**config.mk**
```make
export PLATFORM = sky130hd
export DESIGN_NAME = tiny_operand_entry
export DESIGN_NICKNAME = d
export VERILOG_FILES = /design/src/rtl/tiny_calc_pkg.sv /design/src/rtl/key_debounce.sv /design/src/rtl/tiny_operand_entry.sv
export SDC_FILE = /design/constraint.sdc
export NUM_CORES = 1
export LEC_CHECK = 0
export ABC_CLOCK_PERIOD_IN_PS = 1600
export BUFFER_PORTS_ARGS = -buffer_cell sky130_fd_sc_hd__buf_2
export CELL_PAD_IN_SITES_DETAIL_PLACEMENT = 0
export CELL_PAD_IN_SITES_GLOBAL_PLACEMENT = 1
export CORE_ASPECT_RATIO = 0.6
export CORE_MARGIN = 2
export CORE_UTILIZATION = 36
export DETAILED_ROUTE_END_ITERATION = 12
export MAX_ROUTING_LAYER = met4
export PLACE_DENSITY = 0.68
export REMOVE_ABC_BUFFERS = 1
export SYNTH_ARGS = -nofsm -noshare
export SYNTH_HDL_FRONTEND = slang
export SYNTH_SLANG_ARGS = --single-unit
```
**constraint.sdc**
```tcl
create_clock -name clk -period 1.6 [get_ports clk]
set_input_delay 0.24 -clock clk [delete_from_list [all_inputs] [get_ports clk]]
set_output_delay 0.24 -clock clk [all_outputs]
set_load 0.1 [all_outputs]
```
**src/rtl/tiny_calc_pkg.sv**
```systemverilog
// Shared types and constants for the tiny_calculator operand entry front end.
package tiny_calc_pkg;

  localparam int NIBBLE_W = 4;

  typedef enum logic [1:0] {
    ENTER_A = 2'd0,
    ENTER_B = 2'd1,
    SHOW    = 2'd2
  } entry_state_t;

  localparam logic [1:0] LEDR_ENTER_A = 2'b01;
  localparam logic [1:0] LEDR_ENTER_B = 2'b10;
  localparam logic [1:0] LEDR_SHOW    = 2'b11;

  // LED pattern shown for each entry state.
  function automatic logic [1:0] ledr_for(input entry_state_t st);
    logic [1:0] led;
    led = LEDR_ENTER_A;
    case (st)
      ENTER_A: led = LEDR_ENTER_A;
      ENTER_B: led = LEDR_ENTER_B;
      SHOW:    led = LEDR_SHOW;
      default: led = LEDR_ENTER_A;
    endcase
    return led;
  endfunction

endpackage

```
**src/rtl/key_debounce.sv**
```systemverilog
// Conditions one raw active-low pushbutton: 2-FF synchronizer, hold-time
// debounce filter and a one-cycle pulse on each accepted press.
module key_debounce #(
  parameter int DEBOUNCE_CYCLES = 4
) (
  input  logic clk,
  input  logic rst_n,
  input  logic key_n,
  output logic pressed_pulse
);

  localparam int CNT_W = (DEBOUNCE_CYCLES > 2) ? $clog2(DEBOUNCE_CYCLES) : 1;
  localparam logic [CNT_W-1:0] CNT_MAX = CNT_W'(DEBOUNCE_CYCLES - 1);

  logic             sync1_q, sync1_d;
  logic             sync2_q, sync2_d;
  logic             level_q, level_d;
  logic             level_prev_q, level_prev_d;
  logic [CNT_W-1:0] cnt_q, cnt_d;
  logic             pulse_q, pulse_d;

  // Next-state: synchronize, count disagreeing cycles, flip the level once
  // it has disagreed long enough, and flag the registered 1->0 transition.
  always_comb begin
    sync1_d      = key_n;
    sync2_d      = sync1_q;
    level_d      = level_q;
    cnt_d        = '0;
    level_prev_d = level_q;
    pulse_d      = level_prev_q & ~level_q;
    if (sync2_q != level_q) begin
      if (cnt_q == CNT_MAX) begin
        level_d = sync2_q;
        cnt_d   = '0;
      end else begin
        cnt_d = cnt_q + CNT_W'(1);
      end
    end
  end

  // State registers; reset presents a released, idle key.
  always_ff @(posedge clk) begin
    if (!rst_n) begin
      sync1_q      <= 1'b1;
      sync2_q      <= 1'b1;
      level_q      <= 1'b1;
      level_prev_q <= 1'b1;
      cnt_q        <= '0;
      pulse_q      <= 1'b0;
    end else begin
      sync1_q      <= sync1_d;
      sync2_q      <= sync2_d;
      level_q      <= level_d;
      level_prev_q <= level_prev_d;
      cnt_q        <= cnt_d;
      pulse_q      <= pulse_d;
    end
  end

  assign pressed_pulse = pulse_q;

endmodule

```
**src/rtl/tiny_operand_entry.sv**
```systemverilog
// Two-operand entry front end: commits SW as operand A then B on debounced
// ENTER presses and holds {B, A} stable for tiny_calculator.
module tiny_operand_entry
  import tiny_calc_pkg::*;
#(
  parameter int DEBOUNCE_CYCLES = 4
) (
  input  logic                  clk,
  input  logic                  rst_n,
  input  logic [NIBBLE_W-1:0]   SW,
  input  logic                  KEY_ENTER,
  input  logic                  KEY_CLEAR,
  output logic [2*NIBBLE_W-1:0] OPERANDS,
  output logic                  VALID,
  output logic [1:0]            LEDR
);

  // Index 0 = enter, index 1 = clear.
  logic [1:0] key_n_raw;
  logic [1:0] press;

  assign key_n_raw = {KEY_CLEAR, KEY_ENTER};

  genvar gi;
  generate
    for (gi = 0; gi < 2; gi++) begin : g_key
      key_debounce #(
        .DEBOUNCE_CYCLES(DEBOUNCE_CYCLES)
      ) u_key (
        .clk          (clk),
        .rst_n        (rst_n),
        .key_n        (key_n_raw[gi]),
        .pressed_pulse(press[gi])
      );
    end
  endgenerate

  entry_state_t        state_q, state_d;
  logic [NIBBLE_W-1:0] a_q, a_d;
  logic [NIBBLE_W-1:0] b_q, b_d;
  logic                valid_q, valid_d;
  logic [1:0]          ledr_q, ledr_d;

  // Entry FSM: clear beats enter; SHOW + enter starts a fresh pair with A.
  always_comb begin
    state_d = state_q;
    a_d     = a_q;
    b_d     = b_q;
    valid_d = valid_q;
    if (press[1]) begin
      a_d     = '0;
      b_d     = '0;
      valid_d = 1'b0;
      state_d = ENTER_A;
    end else if (press[0]) begin
      case (state_q)
        ENTER_A, SHOW: begin
          a_d     = SW;
          b_d     = '0;
          valid_d = 1'b0;
          state_d = ENTER_B;
        end
        ENTER_B: begin
          b_d     = SW;
          valid_d = 1'b1;
          state_d = SHOW;
        end
        default: begin
          a_d     = '0;
          b_d     = '0;
          valid_d = 1'b0;
          state_d = ENTER_A;
        end
      endcase
    end
    ledr_d = ledr_for(state_d);
  end

  // Operand, state and indicator registers.
  always_ff @(posedge clk) begin
    if (!rst_n) begin
      state_q <= ENTER_A;
      a_q     <= '0;
      b_q     <= '0;
      valid_q <= 1'b0;
      ledr_q  <= LEDR_ENTER_A;
    end else begin
      state_q <= state_d;
      a_q     <= a_d;
      b_q     <= b_d;
      valid_q <= valid_d;
      ledr_q  <= ledr_d;
    end
  end

  assign OPERANDS = {b_q, a_q};
  assign VALID    = valid_q;
  assign LEDR     = ledr_q;

endmodule

```
==> summary.md, run 1 <==
| Metric | Value |
|---|---|
| Total number of vias | `628` |
| Crit-path max FO | `14` |
| DRT iter0 DRCs | `8` |
| Final Max Tran Viols | `0` |
| Max rail drop VDD | `0.4720 mV` |
| Global Route Usage Sum | `between 10% and 20%` |
| Clk_lat worst skew | `260 ps` |
| Row Count | `14` |
| Drt pass-1 iters | `4` |
| Area delta synth->final | `17.69%` |
| Netlist cell types | `23` |
| Wire per inst | `11.80 um` |
| Mapped Area | `about 960 um^2` |
| Final period util | `88.12%` |
| Post-CTS setup buffers | `0` |
| Post-Syn Instances | `85` |
| CP arrival | `1620 ps` |
| Most common cell after layout, fill and taps aside | `dfxtp_1` |
| Yosys warning count | `0` |
| CTS tree | `done` |
| First-pass GRT wire length | `between 2 and 3 mm` |
| Hold WC Path Type | `primary input to flop` |
| Clock slew at reported path FFs | `90 ps` |
| Initial Utilization | `38.14%` |
| Initial antenna violation count | `0` |
| Die X | `70.74 um` |
| DRC errors left | `0` |
| Req. time, crit path | `1810 ps` |
| DRT antenna net count | `0` |
| # port buffers | `18` |
| Worst setup SP type | `flop` |
| Hold_buf cts | `0` |
| Pin slew with the least headroom to its limit | `487.0 ps` |
| Setup_tns | `0 ps` |
| Critical Setup Path Class | `flop to flop` |
| Die area | `3116 um^2` |
| Layout cells sized above 1 | `between 30 and 40%` |
| Drt total wl | `1.629 mm` |
| Remaining global-route overflow | `0` |
| # resized after CTS | `0` |
| Biggest regs | `a_q: 4 flops, b_q: 4 flops, g_key.u_key.cnt_q: 4 flops` |
| Power per cell area | `roughly 960 nW/um^2` |
| DP Wirelength | `1.215 mm` |
| Post-synthesis sequential area ratio | `56.18%` |
| H-tree depth | `1` |
| Clock buffer count from CTS | `3` |
| Critical path's slowest cell | `dfxtp_1` |
| Core footprint | `2522 um^2` |
| LEAKAGE | `around 0.50 nW` |
| Critical-path cell list | `nand2_2 > a21o_2 > ha_1 > nor2_1` |
| Tmin final | `around 1400 ps` |
| Vias in the first global route | `567` |
| Setup violations, final | `0` |
| Fmax | `709.2 MHz` |
| CTS max path bufs | `2` |
| Die Height | `between 40 and 50 um` |
| Placer Congestion | `a little under 0.7` |
| Maximum number of pins on one net before global-route repair | `15` |
| Synthesized area per cell | `about 11 um^2` |
| Fin. Hold Viols | `0` |
| Post-layout nets | `118` |
| Antenna diode count | `0` |
| Status | `complete, no violations` |
| Crit. End Element | `flop` |
| Delay-heaviest family, CP | `flip-flops` |
| Most frequent cells in the layout | `dfxtp_1 (27), buf_2 (18), nand2b_1 (12)` |
| Max cap viols | `0` |
| Clock sink total | `27` |
| Vias per cell | `between 4 and 5` |
| RSZ-0062 raised after global routing | `no` |
| IO Pins | `19` |
| #FFs+latches synth | `27` |
| Slew HR | `67.76%` |
| Worst Path Buf+Inv | `0` |
| CTS root buffer | `clkbuf_8` |
| Hold slack | `148.3 ps` |
| Max incr delay on CP | `about 620 ps` |
| Clock Skew | `2.993 ps` |
[final cells by class]
| class | count | area (um^2) |
|---|---|---|
| Clock buffer | 4 | 45.04 |
| Multi-Input combinational cell | 53 | 397.9 |
| Fill cell | 251 | 1390 |
| Sequential cell | 27 | 540.5 |
| Tap cell | 32 | 40.04 |
| Timing Repair Buffer | 19 | 97.59 |
| Inverter | 3 | 11.26 |
[kinds of logic after synthesis]
| logic type | after synthesis | share of synthesized area (%) |
|---|---|---|
| buf+inv | 5 | 2.470 |
| fa+ha+maj | 3 | 3.902 |
| compound gates | 11 | 9.492 |
| simple gates | 34 | 23.15 |
| xor+xnor | 3 | 2.731 |
| flops | 27 | 56.18 |
| mux | 2 | 2.081 |
[cells in the mapped netlist]
master / count / area share, %
buf_4: 1 / 0.78
xnor2_1: 2 / 1.8
nand2b_4: 2 / 2.9
xor2_1: 1 / 0.91
a32o_2: 4 / 4.7
mux2i_1: 2 / 2.1
and4b_1: 1 / 1.0
a21oi_1: 5 / 2.6
nor4_1: 1 / 0.65
nand2b_1: 12 / 7.8
nor2b_4: 1 / 1.4
nor3b_2: 1 / 1.3
nand2_1: 3 / 1.2
nor2_1: 6 / 2.3
nand3_1: 4 / 2.1
ha_1: 3 / 3.9
a211oi_2: 1 / 1.3
buf_2: 1 / 0.52
nor4b_1: 2 / 1.8
a21o_2: 1 / 0.91
nand2_2: 1 / 0.65
dfxtp_1: 27 / 56
inv_1: 3 / 1.2
[through the flow]
step / utilization [%] / instance area [um^2] / setup WS (ps) / cells / power, W
after floorplan: - / 949.7 / 330.8 / 83 / 0.0007083
after global placement: 43.11 / 1087 / 254.5 / 134 / 0.0007297
after detailed placement: 43.11 / 1087 / 210.4 / 134 / 0.0007299
after CTS: 44.89 / 1132 / 178.0 / 138 / 0.001104
after global routing: 44.89 / 1132 / 86.21 / 138 / 0.001142
final: 44.89 / 1132 / 190.0 / 138 / 0.001087
[worst paths after layout]
check | from | to | slack (ps) | depth (start not counted)
max | g_key[0].u_key.pressed_pulse | LEDR[1] | 190 | 4
min | KEY_ENTER | g_key[0].u_key.sync1_q | 150 | 2
max reg2reg | g_key[0].u_key.pressed_pulse | LEDR[1] | 190 | 4
min reg2reg | g_key[1].u_key.level_prev_q | g_key[1].u_key.pressed_pulse | 410 | 2
[routing by layer]
layer	part of all wire, %	GRT usage [%]	routed length [um]
met1	58	16.60	944
met2	36	15.33	586
met5	0	-	0
met4	1.0	4.528	17
met3	5.0	5.695	82
[power breakdown]
| part | switching (W) | leakage, nW | internal [W] |
|---|---|---|---|
| Combinational | 0.0000199 | 0.261 | 0.0000142 |
| Sequential | 0.00000233 | 0.219 | 0.000677 |
| Clock | 0.000195 | 0.0228 | 0.000178 |
| Total | 0.000218 | 0.502 | 0.000870 |
(Power assumes the default switching activity.)
==> run 2, diff against run 1 <==
CORE_UTILIZATION = 40   (was 36)
PLACE_DENSITY = 0.74   (was 0.68)
==> run 2 against run 1 <==
Die area decreased by 9.3%. Flip-flop and latch count unchanged. Largest power group unchanged. Combinational power decreased by 10%. Final cell count decreased by 1.4%.
==> summary.md, run 2 (synthesis results as in run 1) <==
| Metric | Value |
|---|---|
| Crit-path max FO | `6 (-8)` |
| Area delta synth->final | `17.42%` |
| H-tree depth | `1 (unchanged)` |
| First-pass GRT wire length | `2.442 mm (-7.6%)` |
| Clock sink total | `27 (unchanged)` |
| LEAKAGE | `0.5031 nW (+0.13%)` |
| DRT iter0 DRCs | `7 (-1)` |
| Fin area | `1130 um^2 (-0.22%)` |
| Cells after DPL | `132 (-1.5%)` |
| Setup violations, final | `0 (unchanged)` |
| Clock buffer count from CTS | `3 (unchanged)` |
| Initial Utilization | `43.50% (+5.4 points)` |
| Final Max Tran Viols | `0 (unchanged)` |
| Max rail drop VDD | `0.5893 mV (+25%)` |
| Pin slew with the least headroom to its limit | `485.1 ps (-1.841 ps)` |
| Die X | `67.32 um (-4.8%)` |
| Row Count | `13 (-1)` |
| Worst Path Buf+Inv | `0 (unchanged)` |
| IO Pins | `19 (unchanged)` |
| DRT antenna net count | `0 (unchanged)` |
| Wire per inst | `11.07 um (-6.2%)` |
| Most common cell after layout, fill and taps aside | `dfxtp_1` |
| Slew HR | `67.88% (+0.12 points)` |
| DRC errors left | `0 (unchanged)` |
| DP Wirelength | `1.187 mm (-2.3%)` |
| Die area | `2827 um^2 (-9.3%)` |
| Maximum number of pins on one net before global-route repair | `15 (unchanged)` |
| Placed Area | `1085 um^2 (-0.23%)` |
| Post-CTS setup buffers | `0 (unchanged)` |
| Max incr delay on CP | `380 ps (-240 ps)` |
| Post-layout nets | `118 (unchanged)` |
| Antenna diode count | `0 (unchanged)` |
| Delay-heaviest family, CP | `simple AND/OR/NAND/NOR gates` |
| Hold_buf cts | `0 (unchanged)` |
| Global Route Usage Sum | `11.87% (-0.26 points)` |
| Critical Setup Path Class | `flop to flop` |
| Drt pass-1 iters | `4 (unchanged)` |
| CTS max path bufs | `2 (unchanged)` |
| # resized after CTS | `0 (unchanged)` |
| Core footprint | `2212 um^2 (-12%)` |
| Fin. Hold Viols | `0 (unchanged)` |
| Vias in the first global route | `538 (-5.1%)` |
| Final WS setup | `269.9 ps (+79.91 ps)` |
| Req. time, crit path | `1810 ps (about the same)` |
| Dpl ws | `270.0 ps (+59.59 ps)` |
| Placer Congestion | `0.7056 (+4.9%)` |
| # port buffers | `18 (unchanged)` |
| Power per cell area | `951.7 nW/um^2 (-0.88%)` |
| CTS root buffer | `clkbuf_8` |
| CP arrival | `1540 ps (-80 ps)` |
| Tot Pwr | `0.001075 W (-1.1%)` |
| Crit. End Element | `flop` |
| Setup_tns | `0 ps (unchanged)` |
| Fill cells | `222 (-12%)` |
| Vias per cell | `4.618 (+1.5%)` |
| Tmin final | `1330 ps (-79.91 ps)` |
| Critical-path cell list | `nor2b_4 > nand2_2 > a21o_2 > ha_1 > nor2_1` |
| Clk_lat worst skew | `260 ps (about the same)` |
| Biggest regs | `a_q: 4 flops, b_q: 4 flops, g_key.u_key.cnt_q: 4 flops` |
| Initial antenna violation count | `0 (unchanged)` |
| Critical path's slowest cell | `dfxtp_1` |
| Die Height | `41.99 um (-4.7%)` |
| Clock slew at reported path FFs | `80 ps (about the same)` |
| Layout cells sized above 1 | `31.13% (unchanged)` |
| Final Instance Count excl. Fillers | `136 (-1.4%)` |
| Max cap viols | `0 (unchanged)` |
| Status | `complete, no violations` |
| CTS tree | `done` |
| Total number of vias | `628 (unchanged)` |
| RSZ-0062 raised after global routing | `no` |
| Worst setup SP type | `flop` |
| Final period util | `83.13% (-5.0 points)` |
| Hold WC Path Type | `primary input to flop` |
| Fmax | `751.8 MHz (+6.0%)` |
| Most frequent cells in the layout | `dfxtp_1 (27), buf_2 (18), nand2b_1 (12)` |
| Clock Skew | `4.747 ps (+1.754 ps)` |
| Remaining global-route overflow | `0 (unchanged)` |
| Drt total wl | `1.506 mm (-7.6%)` |
run 2: cell counts in the layout (fill, tap and decap cells not counted):
No cell type changed its count.
run 2: layout make-up:
class / count / area, um^2 / share of cell area [%]
clock buffers: 4 / 45.04 / 3.987
inverters: 3 / 11.26 / 0.9967
multi-input cells: 53 / 397.9 / 35.22
flip-flops and latches: 27 / 540.5 / 47.84
well taps: 30 / 37.54 / 3.322
repair buffers: 19 / 97.59 / 8.638
run 2: worst paths after layout:
kind | from | to | slack, ps | cells after the start
setup / recovery | state_q[0] | LEDR[1] | 270 | 5
hold / removal | KEY_ENTER | g_key[0].u_key.sync1_q | 150 | 2
setup reg to reg | state_q[0] | LEDR[1] | 270 | 5
hold reg to reg | g_key[0].u_key.sync1_q | g_key[0].u_key.sync2_q | 410 | 1
run 2: through the flow:
stage	hold slack, ps	util (%)
after floorplan	301.9	-
after global placement	390.8	49.04
after detailed placement	395.5	49.04
after CTS	149.4	51.07
after global routing	169.9	51.07
final	153.7	51.07
run 2: metal layers:
| metal | share of wire [%] | vias to the layer above | GRT usage (%) |
|---|---|---|---|
| li1 | - | 331 | - |
| met1 | 54 | 285 | 17.59 |
| met2 | 41 | 10 | 14.85 |
| met3 | 4.7 | 2 | 4.839 |
| met4 | 0.40 | 0 | 2.449 |
| met5 | 0 | - | - |
run 2: report_power, final:
group | internal [W] | switching [W]
Sequential | 0.000677 | 0.00000241
Combinational | 0.0000125 | 0.0000181
Clock | 0.000178 | 0.000187
Total | 0.000868 | 0.000208
==> run 3, diff against run 2 <==
ABC_AREA = 1   (was not set)
ABC_CLOCK_PERIOD_IN_PS = 1300   (was 1600)
CORE_UTILIZATION = 39   (was 40)
PLACE_DENSITY = 0.75   (was 0.74)
clock period = 1.3 ns   (was 1.6 ns; I/O delays follow)
==> run 3 against run 2 <==
Clock power is 24% higher. Design area is 0.89% higher. Die area is 3.7% higher. Via count is 17% higher. Register-to-register slack worse by 140 ps. Hold slack worse by 43 ps. Count of clock-buffer cells in the layout stayed put. Critical path depth is 4 lower. Global-route usage is 2.0 points higher. Utilization is 0.66 points lower. Critical endpoint is now VALID.
==> summary.md, run 3 <==
| Metric | Value |
|---|---|
| Req. time, crit path | `1110 ps (-700 ps)` |
| Most common cell after layout, fill and taps aside | `dfxtp_1` |
| CTS root buffer | `clkbuf_8` |
| Worst setup SP type | `flop` |
| Placer Congestion | `0.8208 (+16%)` |
| Mapped Area | `975.9 um^2 (+1.4%)` |
| Antenna diode count | `0 (unchanged)` |
| Final period util | `94.02%` |
| Met3 wire length | `114 um (+61%)` |
| Post-synthesis sequential area ratio | `55.38% (-0.79 points)` |
| Layout cells sized above 1 | `29.69% (-1.4 points)` |
| # port buffers | `18 (unchanged)` |
| Count leader, synth | `dfxtp_1` |
| Worst Hold Path Cells | `2 (unchanged)` |
| Global Route Usage Sum | `13.90% (+2.0 points)` |
| Delay-heaviest family, CP | `buffers and inverters` |
| Critical path's slowest cell | `buf_2` |
| Die area | `2932 um^2 (+3.7%)` |
| Max cap viols | `0 (unchanged)` |
| Crit-path max FO | `2 (-4)` |
| EDFF count, synth | `0 (unchanged)` |
| IO Pins | `19 (unchanged)` |
| Drt total wl | `1.688 mm (+12%)` |
| DRT iter0 DRCs | `51 (+44)` |
| Hold WC Path Type | `primary input to flop` |
| Clk_lat worst skew | `260 ps (about the same)` |
| Tot Pwr | `0.001334 W (+24%)` |
| Most frequent cells in the layout | `dfxtp_1 (25), buf_2 (18), nand2_1 (15)` |
| Netlist cell types | `17 (-26%)` |
| Total number of vias | `735 (+17%)` |
| Post-layout nets | `140 (+19%)` |
| Fmax | `818.1 MHz` |
| Synth top cells by count | `dfxtp_1 (27), nand2_1 (15), nor2_1 (13)` |
| Reg2reg path depth | `6 (+1)` |
| Met2 wire len | `698 um (+14%)` |
| RSZ-0062 raised after global routing | `no` |
| Tmin final | `1222 ps` |
| Core footprint | `2261 um^2 (+2.2%)` |
| Initial Utilization | `43.17% (-0.33 points)` |
| Status | `complete, no violations` |
| Max incr delay on CP | `420 ps (+40 ps)` |
| Synth top area cells | `dfxtp_1 (55%), nand2_1 (5.8%), nor2_1 (5.0%)` |
| CTS max path bufs | `2 (unchanged)` |
| Clock Skew | `1.203 ps (-3.544 ps)` |
| Row Count | `13 (unchanged)` |
| Maximum number of pins on one net before global-route repair | `15 (unchanged)` |
| Wire per inst | `10.68 um (-3.5%)` |
| Worst Path Buf+Inv | `1 (+1)` |
| Util after Layout | `50.42% (-0.66 points)` |
| Yosys top cell by area | `dfxtp_1` |
| Post-CTS setup buffers | `0 (unchanged)` |
| Synthesized area per cell | `9.121 um^2 (-19%)` |
| Clock slew at reported path FFs | `80 ps (about the same)` |
| Die X | `68.58 um (+1.9%)` |
| Clock sink total | `27 (unchanged)` |
| Top sig layer | `met4` |
| Metal-1 WL | `861 um (+5.6%)` |
| Slew HR | `67.25% (-0.63 points)` |
| Clock buffer count from CTS | `3 (unchanged)` |
| Setup violations, final | `0 (unchanged)` |
| Remaining global-route overflow | `0 (unchanged)` |
| Hold_buf cts | `0 (unchanged)` |
| Pin slew with the least headroom to its limit | `494.7 ps (+9.542 ps)` |
| Fin. Hold Viols | `0 (unchanged)` |
| DRC errors left | `0 (unchanged)` |
| # resized after CTS | `0 (unchanged)` |
| DP Wirelength | `1.317 mm (+11%)` |
| Vias in the first global route | `646 (+20%)` |
| First-pass GRT wire length | `2.849 mm (+17%)` |
| Final Max Tran Viols | `0 (unchanged)` |
| Die Height | `42.75 um (+1.8%)` |
| Primary FF master, synth | `dfxtp_1` |
| DRT antenna net count | `0 (unchanged)` |
| Top-area cell type share of the netlist area | `55.38% (-0.79 points)` |
| Initial antenna violation count | `0 (unchanged)` |
| Vias per cell | `4.652 (+0.74%)` |
| #FFs+latches synth | `27 (unchanged)` |
| Post-Syn Instances | `107 (+26%)` |
| Power per cell area | `1170 nW/um^2 (+23%)` |
| Async S/R FF share, synth | `0% (unchanged)` |
| Drt pass-1 iters | `4 (unchanged)` |
| Critical Path Stages | `1 (-4)` |
| Critical-path cell list | `buf_2` |
| Crit. End Element | `primary output` |
| Max rail drop VDD | `0.7535 mV (+28%)` |
| Setup_tns | `0 ps (unchanged)` |
| Biggest regs | `a_q: 4 flops, b_q: 4 flops, g_key.u_key.cnt_q: 4 flops` |
| Critical Setup Path Class | `flop to primary output` |
| H-tree depth | `1 (unchanged)` |
| Area delta synth->final | `16.79%` |
| LEAKAGE | `0.5412 nW (+7.6%)` |
| CP arrival | `1030 ps (-510 ps)` |
| CTS tree | `done` |
| Yosys warning count | `0 (unchanged)` |
run 3: cell families after synthesis:
logic type                 synth area share, %
and+or+nand+nor                          29.49
DFF                                      55.38
buffers and inverters                    6.154
AOI/OAI and AO/OA                        5.128
adders and majority gates                3.847
run 3: final cells by class:
class | instances | area (um^2)
multi-input combinational | 67 | 375.4
timing repair buffer | 19 | 97.59
inverter | 11 | 41.29
clock buffer | 4 | 45.04
sequential | 27 | 543.0
fill | 219 | 1121
tap | 30 | 37.54
run 3: stage by stage:
stage	cells	hold slack (ps)	area (um^2)	setup WS, ps
6_report	158	110.7	1140	77.72
5_1_grt	158	104.9	1140	10.03
4_1_cts	158	103.8	1137	54.71
3_5_place_dp	154	384.5	1092	74.24
3_3_place_gp	154	373.3	1092	117.8
2_1_floorplan	105	263.9	957.2	51.84
run 3: power by group:
group | leakage, nW | switching (W) | internal, W | total [W]
clock | 0.0228 | 0.000233 | 0.000219 | 0.000451
combinational | 0.299 | 0.0000276 | 0.0000172 | 0.0000449
sequential | 0.220 | 0.00000361 | 0.000834 | 0.000837
run 3: path summary, 6_finish.rpt:
kind	from	end	slack [ps]
hold / removal	KEY_CLEAR	g_key[1].u_key.sync1_q	110
hold reg to reg	g_key[1].u_key.level_prev_q	g_key[1].u_key.pressed_pulse	420
setup / recovery	VALID	VALID	80
setup reg to reg	g_key[0].u_key.pressed_pulse	LEDR[1]	130
run 3: metal layers:
metal | vias up | GRT usage (%)
li1 | 384 | -
met1 | 324 | 19.84
met2 | 25 | 16.73
met3 | 2 | 7.162
met4 | 0 | 3.600
met5 | - | -
